[src/rtl/div4_seq_pkg.sv]
// Shared definitions for the 4-bit sequential restoring divider:
// state encodings, operand geometry and the divide-by-zero quotient.
package div_defs;

    localparam int WIDTH = 4;
    localparam int ITER  = 4;
    localparam logic [WIDTH-1:0] DBZ_QUOTIENT = 4'hF;

    typedef enum logic [1:0] {
        IDLE = 2'd0,
        RUN  = 2'd1,
        DONE = 2'd2
    } state_t;

endpackage

[src/rtl/div4_seq_if.sv]
// Start/busy/done handshake and result bus between a controller (master)
// and the divider (slave).
interface div4_seq_if;
    import div_defs::*;

    logic             start;
    logic [WIDTH-1:0] dividend;
    logic [WIDTH-1:0] divisor;
    logic             busy;
    logic             done;
    logic [WIDTH-1:0] quotient;
    logic [WIDTH-1:0] remainder;
    logic             div_by_zero;

    modport master (
        output start, dividend, divisor,
        input  busy, done, quotient, remainder, div_by_zero
    );

    modport slave (
        input  start, dividend, divisor,
        output busy, done, quotient, remainder, div_by_zero
    );

endinterface

[src/rtl/div4_seq_sub.sv]
// The team's 4-bit combinational subtractor: sum = val0 - val1 (mod 16),
// carry = 1 when the subtraction borrows (val0 < val1).
module Sub (
    input  logic [3:0] val0,
    input  logic [3:0] val1,
    output logic [3:0] sum,
    output logic       carry
);

    logic [4:0] wide_diff;

    assign wide_diff = {1'b0, val0} - {1'b0, val1};
    assign sum       = wide_diff[3:0];
    assign carry     = wide_diff[4];

endmodule

[src/rtl/div4_seq.sv]
// Sequential 4-bit unsigned restoring divider: one quotient bit per cycle
// through the shared Sub subtractor, results registered on entry to DONE.
module div4_seq
    import div_defs::*;
#(
    parameter int WIDTH = div_defs::WIDTH,
    parameter int ITER  = div_defs::ITER
) (
    input  logic         clk,
    input  logic         rst_n,
    div4_seq_if.slave    bus
);

    state_t           state_q, state_d;
    logic [WIDTH-1:0] r_q, r_d;
    logic [WIDTH-1:0] q_q, q_d;
    logic [WIDTH-1:0] d_q, d_d;
    logic [1:0]       cnt_q, cnt_d;
    logic [WIDTH-1:0] quo_q, quo_d;
    logic [WIDTH-1:0] rem_q, rem_d;
    logic             dbz_q, dbz_d;

    logic [WIDTH-1:0] shifted;
    logic [WIDTH-1:0] diff;
    logic             borrow;
    logic             qbit;
    logic [WIDTH-1:0] next_r;
    logic [WIDTH-1:0] next_q;

    // The bit shifted out of R means the true partial value is >= 16 > D,
    // so the subtract must succeed regardless of the 4-bit borrow.
    assign shifted = {r_q[WIDTH-2:0], q_q[WIDTH-1]};
    assign qbit    = r_q[WIDTH-1] | ~borrow;
    assign next_r  = qbit ? diff : shifted;
    assign next_q  = {q_q[WIDTH-2:0], qbit};

    Sub u_sub (
        .val0  (shifted),
        .val1  (d_q),
        .sum   (diff),
        .carry (borrow)
    );

    always_ff @(posedge clk or negedge rst_n) begin
        if (!rst_n) begin
            state_q <= IDLE;
            r_q     <= '0;
            q_q     <= '0;
            d_q     <= '0;
            cnt_q   <= '0;
            quo_q   <= '0;
            rem_q   <= '0;
            dbz_q   <= 1'b0;
        end else begin
            state_q <= state_d;
            r_q     <= r_d;
            q_q     <= q_d;
            d_q     <= d_d;
            cnt_q   <= cnt_d;
            quo_q   <= quo_d;
            rem_q   <= rem_d;
            dbz_q   <= dbz_d;
        end
    end

    always_comb begin
        state_d = state_q;
        r_d     = r_q;
        q_d     = q_q;
        d_d     = d_q;
        cnt_d   = cnt_q;
        quo_d   = quo_q;
        rem_d   = rem_q;
        dbz_d   = dbz_q;

        case (state_q)
            IDLE: begin
                if (bus.start) begin
                    if (bus.divisor == '0) begin
                        state_d = DONE;
                        quo_d   = DBZ_QUOTIENT;
                        rem_d   = bus.dividend;
                        dbz_d   = 1'b1;
                    end else begin
                        state_d = RUN;
                        r_d     = '0;
                        q_d     = bus.dividend;
                        d_d     = bus.divisor;
                        cnt_d   = '0;
                    end
                end
            end
            RUN: begin
                r_d   = next_r;
                q_d   = next_q;
                cnt_d = cnt_q + 2'd1;
                if (cnt_q == 2'(ITER - 1)) begin
                    state_d = DONE;
                    quo_d   = next_q;
                    rem_d   = next_r;
                    dbz_d   = 1'b0;
                end
            end
            DONE: state_d = IDLE;
            default: state_d = IDLE;
        endcase
    end

    assign bus.busy        = (state_q == RUN);
    assign bus.done        = (state_q == DONE);
    assign bus.quotient    = quo_q;
    assign bus.remainder   = rem_q;
    assign bus.div_by_zero = dbz_q;

endmodule

[src/flat_wrapper.sv]
// flat-port wrapper written by rule: the top's interface ports become plain ports
module div4_seq_flat import div_defs::*;
#(
    parameter int WIDTH = div_defs::WIDTH,
    parameter int ITER  = div_defs::ITER
)
  (clk, rst_n, bus_start, bus_dividend, bus_divisor, bus_busy, bus_done, bus_quotient, bus_remainder, bus_div_by_zero);
  div4_seq_if bus_i ();
  input  logic clk;
  input  logic rst_n;
  input wire logic [$bits(bus_i.start)-1:0] bus_start;
  input wire logic [$bits(bus_i.dividend)-1:0] bus_dividend;
  input wire logic [$bits(bus_i.divisor)-1:0] bus_divisor;
  output wire logic [$bits(bus_i.busy)-1:0] bus_busy;
  output wire logic [$bits(bus_i.done)-1:0] bus_done;
  output wire logic [$bits(bus_i.quotient)-1:0] bus_quotient;
  output wire logic [$bits(bus_i.remainder)-1:0] bus_remainder;
  output wire logic [$bits(bus_i.div_by_zero)-1:0] bus_div_by_zero;
  assign bus_i.start = bus_start;
  assign bus_i.dividend = bus_dividend;
  assign bus_i.divisor = bus_divisor;
  assign bus_busy = bus_i.busy;
  assign bus_done = bus_i.done;
  assign bus_quotient = bus_i.quotient;
  assign bus_remainder = bus_i.remainder;
  assign bus_div_by_zero = bus_i.div_by_zero;
  div4_seq #(.WIDTH(WIDTH), .ITER(ITER)) u_core (.clk(clk), .rst_n(rst_n), .bus(bus_i));
endmodule
[config.mk]
export PLATFORM = sky130hd
export DESIGN_NAME = div4_seq_flat
export DESIGN_NICKNAME = d
export VERILOG_FILES = /design/src/rtl/div4_seq_pkg.sv /design/src/rtl/div4_seq_if.sv /design/src/rtl/div4_seq_sub.sv /design/src/rtl/div4_seq.sv /design/src/flat_wrapper.sv
export SDC_FILE = /design/constraint.sdc
export NUM_CORES = 1
export LEC_CHECK = 0
export CAP_MARGIN = 15
export CORE_ASPECT_RATIO = 0.9
export CORE_MARGIN = 5
export CORE_UTILIZATION = 40
export CTS_CLUSTER_DIAMETER = 200
export DETAILED_ROUTE_END_ITERATION = 16
export REMOVE_ABC_BUFFERS = 1
export SETUP_SLACK_MARGIN = 0.15
export SYNTH_ARGS = -nofsm -noshare
export SYNTH_HDL_FRONTEND = slang
export SYNTH_SLANG_ARGS = --single-unit
export TNS_END_PERCENT = 1
[constraint.sdc]
create_clock -name clk -period 5.64 [get_ports clk]
set_clock_uncertainty 0.05 [all_clocks]
set_input_delay 0.846 -clock clk [delete_from_list [all_inputs] [get_ports clk]]
set_output_delay 0.846 -clock clk [all_outputs]
set_load 0.01 [all_outputs]
==> summary.md, run 1 <==
| Metric | Value |
|---|---|
| Fin Hold WS | `between 0.4 and 0.5 ns` |
| Setup_tns | `0 ns` |
| Worst-Skew Late Latency | `0.33 ns` |
| # setup viols final | `0` |
| FF-to-FF setup slack | `between 3 and 4 ns` |
| Status | `completed` |
| First-pass GRT wire length | `4.62 mm` |
| R2r endpoint | `u_core.bus.remainder[2]` |
| CTS Hold Bufs | `0` |
| Initial Util | `between 40% and 50%` |
| Endpoints failing hold | `0` |
| Die area | `roughly 4400 um2` |
| First drt pass iteration count | `5` |
| ANT nets after route | `0` |
| H-tree levels | `1` |
| Switching power | `0.000410 W` |
| Core Region | `just over 3000 um2` |
| Yosys reg bits | `25` |
| WP data required | `around 4.7 ns` |
| M1 GR Usage | `17.1%` |
| Leak | `between 0.6 and 0.7 nW` |
| PD cells | `~630 nW/um2` |
| Largest net degree at the start of global routing | `26` |
| Placed instance area | `between 1500 and 2000 um2` |
| N_diodes | `0` |
| Post-CTS setup buffers | `0` |
| Worst Path Max Fanout | `14` |
| Via Count | `933` |
| WL per Instance | `between 10 and 15 um` |
| Clk network pwr share | `8.6%` |
| R2r startpoint | `u_core.d_q[0]` |
| Hold depth | `1` |
| Via-to-Cell Ratio | `5.07` |
| Hold_sp | `u_core.cnt_q[0]` |
| Final period utilization | `a little under three fifths` |
| IO Count | `22` |
| Slew @ Worst Pin | `0.466 ns` |
| CP Capture Type | `output pin` |
| Max Cap Viol | `0` |
| DRC Markers | `0` |
| Post-Synthesis Mean Instance Area | `between 10 and 15 um2` |
| P&R area growth vs syn | `21.3%` |
| Final Slew Violations | `0` |
| Fillers | `approximately 320` |
| Reg2reg path depth | `7` |
| Slew HR | `68.8%` |
| Row count | `19` |
| Routability cong. | `around 0.8` |
| Switching Share | `a little over two fifths` |
| WS Path Type | `flop to output pin` |
| All-Layer GR Usage | `approximately an eighth` |
| GR Layer Usage met3 | `3.82%` |
| Synth Warn # | `0` |
| Post-DP HPWL | `around 2.0 mm` |
| Grt peak-use layer | `met2` |
| Cell Area, Synth | `~1300 um2` |
| Hold Crit Class | `flop to flop` |
| Routed WL | `~2.6 mm` |
| Reg power frac | `between 30% and 40%` |
| Fmax | `between 0.3 and 0.4 GHz` |
| Crit path arrival time | `roughly 2.3 ns` |
| Buffers on Ports | `21` |
| Design area | `between 1500 and 2000 um2` |
| CP cell instances | `nand2b_1 -> inv_1 -> clkdlybuf4s50_1` |
| Post-synthesis cell count | `120` |
| Worst Hold Endpoint | `u_core.cnt_q[0]` |
| Crit path time final | `about 3.1 ns` |
| CP Launch Type | `flop` |
| CTS tree | `done` |
| Root Buffer Master | `clkbuf_4` |
| Die Span X | `roughly 69 um` |
| Final nets | `160` |
| Clk buf depth | `2` |
| Sequential area share after synthesis | `about half` |
| Vias in the first global route | `between 900 and 1000` |
| Worst vdd ir | `about 0.28 mV` |
| GRT met2 Usage | `between 20% and 30%` |
| Comb pwr share | `56.9%` |
| Post-synthesis cell type count | `37` |
| CTS sink count | `25` |
| Internal | `around 0.00056 W` |
| Slowest CP cell | `clkdlybuf4s50_1` |
| Clk slew on worst S/H paths | `0.15 ns` |
| Die outline height | `roughly 63 um` |
| Total grt overflow | `0` |
| Post-cts sizing count | `0` |
| RSZ-0062 raised after global routing | `no` |
| Num CTS Buffers | `3` |
| Initial drt markers | `16` |
| Initial antenna violation count | `0` |
| Critical Path Max Stage Delay | `around 0.64 ns` |
| Share of post-route cells with drive strength above 1 | `15.5%` |
-- cell usage in the layout (no fill, tap or decap), types with 2 or more instances in the layout --
cell | Yosys | routed
a32o_1 | 2 | 2
clkbuf_4 | 0 | 3
o22a_2 | 3 | 3
ha_1 | 5 | 5
o22ai_2 | 2 | 2
o21ai_2 | 2 | 2
nand3_1 | 4 | 4
nand2b_1 | 2 | 2
nor2_1 | 10 | 10
inv_1 | 9 | 9
nand2_1 | 15 | 15
dfrtp_1 | 25 | 25
a31oi_1 | 3 | 3
mux2_2 | 4 | 4
clkdlybuf4s50_1 | 0 | 21
a21oi_1 | 6 | 6
o21ai_0 | 4 | 4
o21a_1 | 2 | 2
-- cells in the mapped netlist (all sizes together) --
master	count	area (um2)
xnor2	1	8.76
mux2i	1	10.0
nor2b	1	6.26
o22ai	3	31.3
or3b	1	11.3
clkbuf	2	7.51
or4	1	11.3
inv	9	33.8
ha	5	62.6
o31ai	1	7.51
mux2	4	45.0
nand2	15	56.3
a32o	2	20.0
fa	1	20.0
dfrtp	25	626
o211ai	1	7.51
a211oi	1	7.51
a21boi	1	7.51
xor2	1	8.76
a22o	1	8.76
o21ai	6	37.5
nand2b	2	12.5
buf	2	22.5
nand3	4	20.0
or2	1	6.26
nand3b	1	7.51
a21oi	8	55.1
nor2	11	43.8
o22a	3	30.0
o21a	2	15.0
a31oi	3	18.8
-- power groups by stage --
stage	sequential [W]	combinational [W]	clock, W
6_report	0.000335	0.000551	0.0000832
5_1_grt	0.000347	0.000627	0.0000962
4_1_cts	0.000335	0.000558	0.0000877
3_5_place_dp	0.000339	0.000554	0
3_3_place_gp	0.000336	0.000545	0
2_1_floorplan	0.000337	0.000369	0
-- metrics by stage --
step,worst slack (ns),utilization (%),power (W),std cells
global placement,2.56,49.5,0.000881,180
global route,2.32,50.5,0.00107,184
floorplan,3.08,-,0.000706,116
CTS,2.49,50.5,0.000981,184
finish,2.49,50.5,0.000969,184
detailed placement,2.50,49.5,0.000894,180
-- routing by layer --
layer	share of wire, %	wire length, um
met5	0	0
met1	48	1280
met3	3.7	97
met4	0.83	22
met2	47	1250
-- kinds of logic (layout without fill, tap and decap cells) --
kind of cell / Yosys count / after routing / share of synthesized area [%]
and+or+nand+nor: 37 / 37 / 13.8
muxes: 5 / 5 / 4.35
xor gates and xnor gates: 2 / 2 / 1.38
buffers and inverters: 13 / 35 / 5.04
DFF: 25 / 25 / 49.4
AOI/OAI and AO/OA: 32 / 32 / 19.5
adders and majority gates: 6 / 6 / 6.52
-- area by class of cell --
cell class | instances | area (um2) | area share [%]
clock buffers | 3 | 22.5 | 1.47
clock inverters | 1 | 7.51 | 0.489
inverters | 9 | 33.8 | 2.20
multi-input cells | 82 | 577 | 37.5
flip-flops and latches | 25 | 626 | 40.7
well taps | 42 | 52.6 | 3.42
repair buffers | 22 | 218 | 14.2
-- registers in the layout, indices dropped and copies added, names as in the netlist --
| register | count |
|---|---|
| u_core.q_q | 4 |
| u_core.d_q | 4 |
| u_core.state_q | 2 |
| u_core.bus.remainder | 4 |
| u_core.r_q | 4 |
| u_core.cnt_q | 2 |
| u_core.bus.div_by_zero | 1 |
| u_core.bus.quotient | 4 |
-- critical path, delay by kind of cell, from the launching register on --
| family | cells | cell delay [ns] |
|---|---|---|
| buffers and inverters | 2 | 1.09 |
| flip-flops | 1 | 0.48 |
| AND/OR/NAND/NOR | 1 | 0.36 |
-- worst max path at each step --
stage                 startpoint                       to  cells past startpoint  slack, ns
2_1_floorplan     bus_divisor[1]  u_core.bus.remainder[2]                      5       3.08
3_3_place_gp      bus_divisor[1]  u_core.bus.remainder[2]                      6       2.56
3_5_place_dp      bus_divisor[1]  u_core.bus.remainder[2]                      6       2.50
4_1_cts        u_core.state_q[1]                 bus_busy                      3       2.49
5_1_grt        u_core.state_q[1]                 bus_busy                      3       2.32
6_report       u_core.state_q[1]                 bus_busy                      3       2.49
Note: power is estimated with default switching activity, not from simulation.
==> run 2, diff against run 1 <==
PLACE_DENSITY = 0.66   (was default)
clock period = 2.8 ns   (was 5.64 ns; I/O delays follow)
==> run 2 against run 1 <==
  * Die area is the same
  * Sequential share of layout area shrank 0.72 points
  * Total power grew 100%
  * Hold slack lost 0.044 ns
  * Wire length shrank 4.0%
  * Critical path depth is the same
  * Sequential power grew 100%
  * Core utilization grew 0.90 points
  * Worst setup slack lost 2.0 ns
  * Cell count grew 1.1%
  * Via count grew 2.1%
  * Critical endpoint unchanged
  * Highest routed layer unchanged
==> summary.md, run 2 (synthesized netlist as in run 1, its figures left out) <==
| Metric | Value |
|---|---|
| Comb pwr share | `57.6% (+0.7 points)` |
| RSZ-0062 raised after global routing | `no` |
| Worst-Skew Late Latency | `0.32 ns (about the same)` |
| Final period utilization | `~83%` |
| Initial drt markers | `19 (+3)` |
| Endpoints failing hold | `0 (unchanged)` |
| Design area | `1560 um2 (+1.8%)` |
| Initial Util | `41.6% (unchanged)` |
| DR WL met2 | `1.17 mm (-6.5%)` |
| Core Util, Final | `51.4% (+0.90 points)` |
| Share of post-route cells with drive strength above 1 | `16.7% (+1.2 points)` |
| N_diodes | `0 (unchanged)` |
| Largest net degree at the start of global routing | `26 (unchanged)` |
| CTS sink count | `25 (unchanged)` |
| R2r startpoint | `u_core.d_q[0]` |
| Post-CTS setup buffers | `0 (unchanged)` |
| Via Count | `953 (+2.1%)` |
| # setup viols final | `0 (unchanged)` |
| Clk buf depth | `2 (unchanged)` |
| Placed instance area | `1530 um2 (+1.8%)` |
| Worst setup margin | `0.475 ns (-2.02 ns)` |
| Fmax | `~0.43 GHz` |
| R2r endpoint | `u_core.bus.remainder[2]` |
| Reg power frac | `34.1% (-0.5 points)` |
| Final nets | `162 (+1.3%)` |
| Core Region | `3040 um2 (unchanged)` |
| Met3 WL post-DR | `90 um (-7.2%)` |
| Initial antenna violation count | `0 (unchanged)` |
| Setup_tns | `0 ns (unchanged)` |
| CP Capture Type | `output pin` |
| First drt pass iteration count | `4 (-1)` |
| Metal-1 WL | `1.26 mm (-1.0%)` |
| Final Slew Violations | `0 (unchanged)` |
| Clk network pwr share | `8.3% (-0.3 points)` |
| Clk slew on worst S/H paths | `0.14 ns (about the same)` |
| Root Buffer Master | `clkbuf_4` |
| WP data required | `2.33 ns (-2.41 ns)` |
| WL per Instance | `13.6 um (-5.0%)` |
| Commonest cells after routing, fill and taps aside | `25 x dfrtp_1, 21 x clkdlybuf4s50_1, 15 x nand2_1` |
| All-Layer GR Usage | `12.5% (-0.56 points)` |
| CTS Hold Bufs | `0 (unchanged)` |
| Crit path time final | `between 2 and 2.5 ns` |
| Reg2reg path depth | `7 (unchanged)` |
| Die area | `4390 um2 (unchanged)` |
| IO Count | `22 (unchanged)` |
| Routed WL | `2.54 mm (-4.0%)` |
| Buffers on Ports | `21 (unchanged)` |
| PD cells | `1260 nW/um2 (+99%)` |
| P&R area growth vs syn | `23.5%` |
| Dpl ws | `0.257 ns (-2.24 ns)` |
| Status | `completed` |
| Worst vdd ir | `0.544 mV (+96%)` |
| First-pass GRT wire length | `4.49 mm (-2.7%)` |
| H-tree levels | `1 (unchanged)` |
| FF-to-FF setup slack | `0.66 ns (-2.81 ns)` |
| Internal | `0.00115 W (+110%)` |
| Die outline height | `63.4 um (unchanged)` |
| Via-to-Cell Ratio | `5.12 (+1.0%)` |
| Vias in the first global route | `1020 (+3.3%)` |
| Top sig layer | `met4` |
| Slew @ Worst Pin | `0.454 ns (-0.0121 ns)` |
| Hold Crit Class | `primary input to async pin` |
| Crit path arrival time | `1.86 ns (-0.39 ns)` |
| Post-DP HPWL | `1.96 mm (-1.3%)` |
| Row count | `19 (unchanged)` |
| WS Path Type | `flop to output pin` |
| Switching power | `0.000813 W (+98%)` |
| CTS tree | `done` |
| Commonest non-fill, non-tap cell in the layout | `dfrtp_1` |
| Switching Share | `41.4% (-0.93 points)` |
| ANT nets after route | `0 (unchanged)` |
| Total grt overflow | `0 (unchanged)` |
| Post-cts sizing count | `0 (unchanged)` |
| Num CTS Buffers | `3 (unchanged)` |
| Max Cap Viol | `0 (unchanged)` |
| CP Launch Type | `flop` |
| DRC Markers | `0 (unchanged)` |
| Leak | `0.670 nW (+2.0%)` |
| Final Power | `0.00196 W (+100%)` |
| Routability cong. | `0.825 (+2.8%)` |
| Die Span X | `69.3 um (unchanged)` |
| Slew HR | `69.7% (+0.81 points)` |
| Worst Path Max Fanout | `11 (-3)` |
-- run 2: how the worst max path moves through the flow --
stage | from | to | slack (ns)
floorplan | bus_divisor[1] | u_core.bus.remainder[2] | 0.66
global placement | bus_divisor[1] | u_core.bus.remainder[2] | 0.30
detailed placement | bus_divisor[1] | u_core.bus.remainder[2] | 0.26
CTS | u_core.state_q[1] | bus_busy | 0.44
global route | u_core.state_q[1] | bus_busy | 0.35
finish | u_core.state_q[1] | bus_busy | 0.47
-- run 2: power groups by stage --
stage	Combinational (W)	Clock (W)	Sequential (W)
after floorplan	0.000743	0	0.000679
after global placement	0.00112	0	0.000674
after detailed placement	0.00114	0	0.000680
after CTS	0.00115	0.000174	0.000671
after global routing	0.00128	0.000187	0.000693
final	0.00113	0.000162	0.000670
-- run 2: layer usage --
metal / up-vias / track usage (%)
met5: - / 0
met4: 0 / 4.39
met3: 2 / 3.02
met2: 19 / 20.1
met1: 462 / 16.4
li1: 470 / -
-- run 2: layout make-up --
class / count / area, um2
Fill cell: 305 / 1480
Sequential cell: 25 / 626
Multi-Input combinational cell: 82 / 577
Timing Repair Buffer: 24 / 245
Tap cell: 42 / 52.6
Inverter: 9 / 33.8
Clock buffer: 3 / 22.5
Clock inverter: 1 / 7.51
-- run 2: worst max-delay path, cell delays in order, from the launching register on --
cell and delay, ns:
dfrtp_1 0.48, nand2b_1 0.37, inv_1 0.16, clkdlybuf4s50_1 0.54
-- run 2: per-stage QoR --
stage	std cells	hold WS, ns
global placement	182	0.410
detailed placement	182	0.415
CTS	186	0.402
finish	186	0.400
floorplan	116	0.0744
global route	186	0.405
==> RTL edit (settings of run 2) <==
Encoding of `state_t`: now one-hot (3 bits for 3 states).
--- a/src/rtl/div4_seq_pkg.sv
+++ b/src/rtl/div4_seq_pkg.sv
@@ -8,6 +8,6 @@
 
-    typedef enum logic [1:0] {
-        IDLE = 2'd0,
-        RUN  = 2'd1,
-        DONE = 2'd2
+    typedef enum logic [2:0] {
+        IDLE = 3'b001,
+        RUN  = 3'b010,
+        DONE = 3'b100
     } state_t;
Check against the original RTL: same outputs for any inputs over 10 cycles, from zero or initial values and one cycle with rst_n low; not proved beyond that.
==> RTL edit against run 2 <==
- wire length rose by 3.0%
- clock power rose by 33%
- sequential share of layout area fell by 0.20 points
- area after synthesis rose by 6.4%
- cell area rose by 4.7%
- synthesized cell count fell by 1.7%
- die area rose by 5.4%
- total power fell by 3.7%
- sequential cell count rose by 1
- hold slack improved by 0.035 ns
- combinational power fell by 13%
- register-to-register slack got worse by 0.09 ns
- worst setup slack got worse by 0.13 ns
- critical path depth rose by 1
==> RTL edit: results (changes against run 2) <==
MIN_TO='u_core.cnt_q[0]'
WORST_SLEW_MARGIN_PCT=71.7  # +2.1 points
CLKLATENCYLATEPIN_NS=0.27  # -0.05 ns
NUMBER_OF_GLOBAL_ROUTE_VIAS_BEFORE_REPAIR=1038  # +1.8%
SYNTH_FLOP_CELL='sky130_fd_sc_hd__dfrtp_1'
HOLD_CRITICAL_PATH_DEPTH=1
FF2FF_PATH_DEPTH=9  # +2
FIRST_PASS_GRT_WIRE_LENGTH_MM=4.74  # +5.5%
ARRIVAL_NS=1.99  # +0.13 ns
MOST_INSTANTIATED_CELLS_AFTER_SYNTHESIS='sky130_fd_sc_hd__dfrtp_1, sky130_fd_sc_hd__nand2_1, sky130_fd_sc_hd__nor2_1, sky130_fd_sc_hd__inv_1, sky130_fd_sc_hd__mux2_2'
PORTBUFS=21  # unchanged
FIRST_ITER_VIOLATIONS=26  # +7
FINALHOLDWORSTSLACK_NS=0.435  # +0.0354 ns
OUTCOME='finished clean'
CLK_PATH_BUF_DEPTH=2  # unchanged
GLOBAL_PLACEMENT_ROUTABILITY_CONGESTION=0.780  # -5.5%
TOTAL_OF_WARNINGS_RAISED_BY_YOSYS=0  # unchanged
GRT_ANTENNA_BEFORE_REPAIR=0  # unchanged
LARGEST_NET_DEGREE_AT_THE_START_OF_GLOBAL_ROUTING=27  # +3.8%
NUM-FILL-CELLS=327  # +7.2%
SYNTH-SEQ-AREA-SHARE_PCT=48.4  # -1.0 points
ASYNC_FLOP_SHARE_PCT=100  # unchanged
POWER.STATIC_LEAKAGE_nW=0.686  # +2.4%
PRE_CTS_SLACK_NS=0.364  # +0.107 ns
GRTUSAGETOTAL_PCT=13.0  # +0.50 points
DR_TOTAL_VIAS=951  # -0.21%
WORST-PATH-MAX-FANOUT=15  # +4
ANTENNA_CELLS_INSERTED=0  # unchanged
YOSYSUNIQUECELLTYPES=39  # +5.4%
DP_HPWL_MM=2.00  # +1.8%
ROOT_BUFFER='sky130_fd_sc_hd__clkbuf_8'
TOP_POST_SYNTHESIS_CELLS_BY_AREA='sky130_fd_sc_hd__dfrtp_1, sky130_fd_sc_hd__mux2_2, sky130_fd_sc_hd__ha_1'
CLK_TRANSITION_REPORTED_PATHS_NS=0.09  # -0.05 ns
TRITONCTS.NUM_BUFFERS=3  # unchanged
DRTPASS1ITERATIONS=4  # unchanged
HOLD_PATH_STARTPOINT='u_core.cnt_q[0]'
LAYOUT-DRIVE-GT1-SHARE_PCT=18.4  # +1.8 points
IR_DROP_WORST_VDD_V=0.000616  # +13%
ROUTEDWLPERCELL_UM=14.1  # +3.5%
WORSTHOLDPATHTYPE='register to register'
FF2FF_SETUP_SLACK_NS=0.57  # -0.09 ns
CRITICAL_PATH.REG2REG.ENDPOINT='u_core.bus.remainder[0]'
FINAL_NET_COUNT=159  # -1.9%
REG2REG_FROM='u_core.q_q[3]'
CTS_MAX_LEVEL=1  # unchanged
==> RTL edit: changes by cell type in the layout (fill, tap and decap cells not counted), sizes merged, moves of 2 or more <==
cell           run 2  this run
nand2             15        13
a32o               2         0
nand3              4         1
mux2               4         7
a21oi              8         5
nand2b             2         4
o21ai              6         4
mux2i              1         4
buf                3         1
==> RTL edit: how the worst max path moves through the flow <==
stage,depth (start not counted),start,endpoint,slack (ns)
3_3_place_gp,5,bus_divisor[1],u_core.bus.remainder[0],0.42
6_report,4,u_core.state_q[1],bus_busy,0.34
3_5_place_dp,5,bus_divisor[1],u_core.bus.remainder[0],0.36
4_1_cts,4,u_core.state_q[1],bus_busy,0.25
5_1_grt,4,u_core.state_q[1],bus_busy,0.17
2_1_floorplan,9,u_core.q_q[3],u_core.bus.remainder[0],0.78
==> RTL edit: cells by family (layout without fill, tap and decap cells) <==
| family | after synthesis | in the layout | share of synthesized area [%] |
|---|---|---|---|
| flip-flops | 26 | 26 | 48.4 |
| XOR/XNOR | 2 | 2 | 1.30 |
| buffers and inverters | 11 | 34 | 4.46 |
| AO/OA/AOI/OAI | 30 | 30 | 18.5 |
| adder cells (fa/ha/maj) | 6 | 6 | 6.13 |
| multiplexers | 11 | 11 | 9.10 |
| AND/OR/NAND/NOR | 32 | 32 | 12.2 |
==> RTL edit: final cells by class <==
cell class	instances	area (µm²)	share of cell area [%]
sequential	26	652	39.8
timing repair buffer	22	218	13.3
tap	44	55.1	3.36
clock buffer	4	45.0	2.75
inverter	8	32.5	1.99
multi-input combinational	81	636	38.8
==> RTL edit: where the power goes <==
group          internal, W  total (W)  switching (W)  leakage, nW
Clock             0.000102   0.000215       0.000113       0.0228
Combinational     0.000487   0.000984       0.000497        0.351
Sequential        0.000561   0.000692       0.000131        0.312
==> RTL edit: repair_timing <==
action                     in CTS  in global routing
setup endpoints to repair       0                  1
setup buffers                   0                  0
hold buffers                    0                  0
gates resized for setup         0                  1
==> RTL edit: routing by layer <==
| layer | wire length (µm) | GRT usage [%] |
|---|---|---|
| met4 | 0 | 2.82 |
| met3 | 135 | 4.65 |
| met1 | 1140 | 14.7 |
| met5 | 0 | 0 |
| met2 | 1340 | 23.4 |
==> RTL edit: critical path, cell delays in order (launching register included) <==
cell                              delay, ns
sky130_fd_sc_hd__dfrtp_1               0.42
sky130_fd_sc_hd__nor2b_1               0.20
sky130_fd_sc_hd__nand2b_1              0.27
sky130_fd_sc_hd__inv_4                 0.26
sky130_fd_sc_hd__clkdlybuf4s50_1       0.57
==> RTL edit: through the flow <==
stage	area, µm²	std cells
floorplan	1320	115
global placement	1590	181
detailed placement	1590	181
CTS	1640	185
global route	1640	185
finish	1640	185
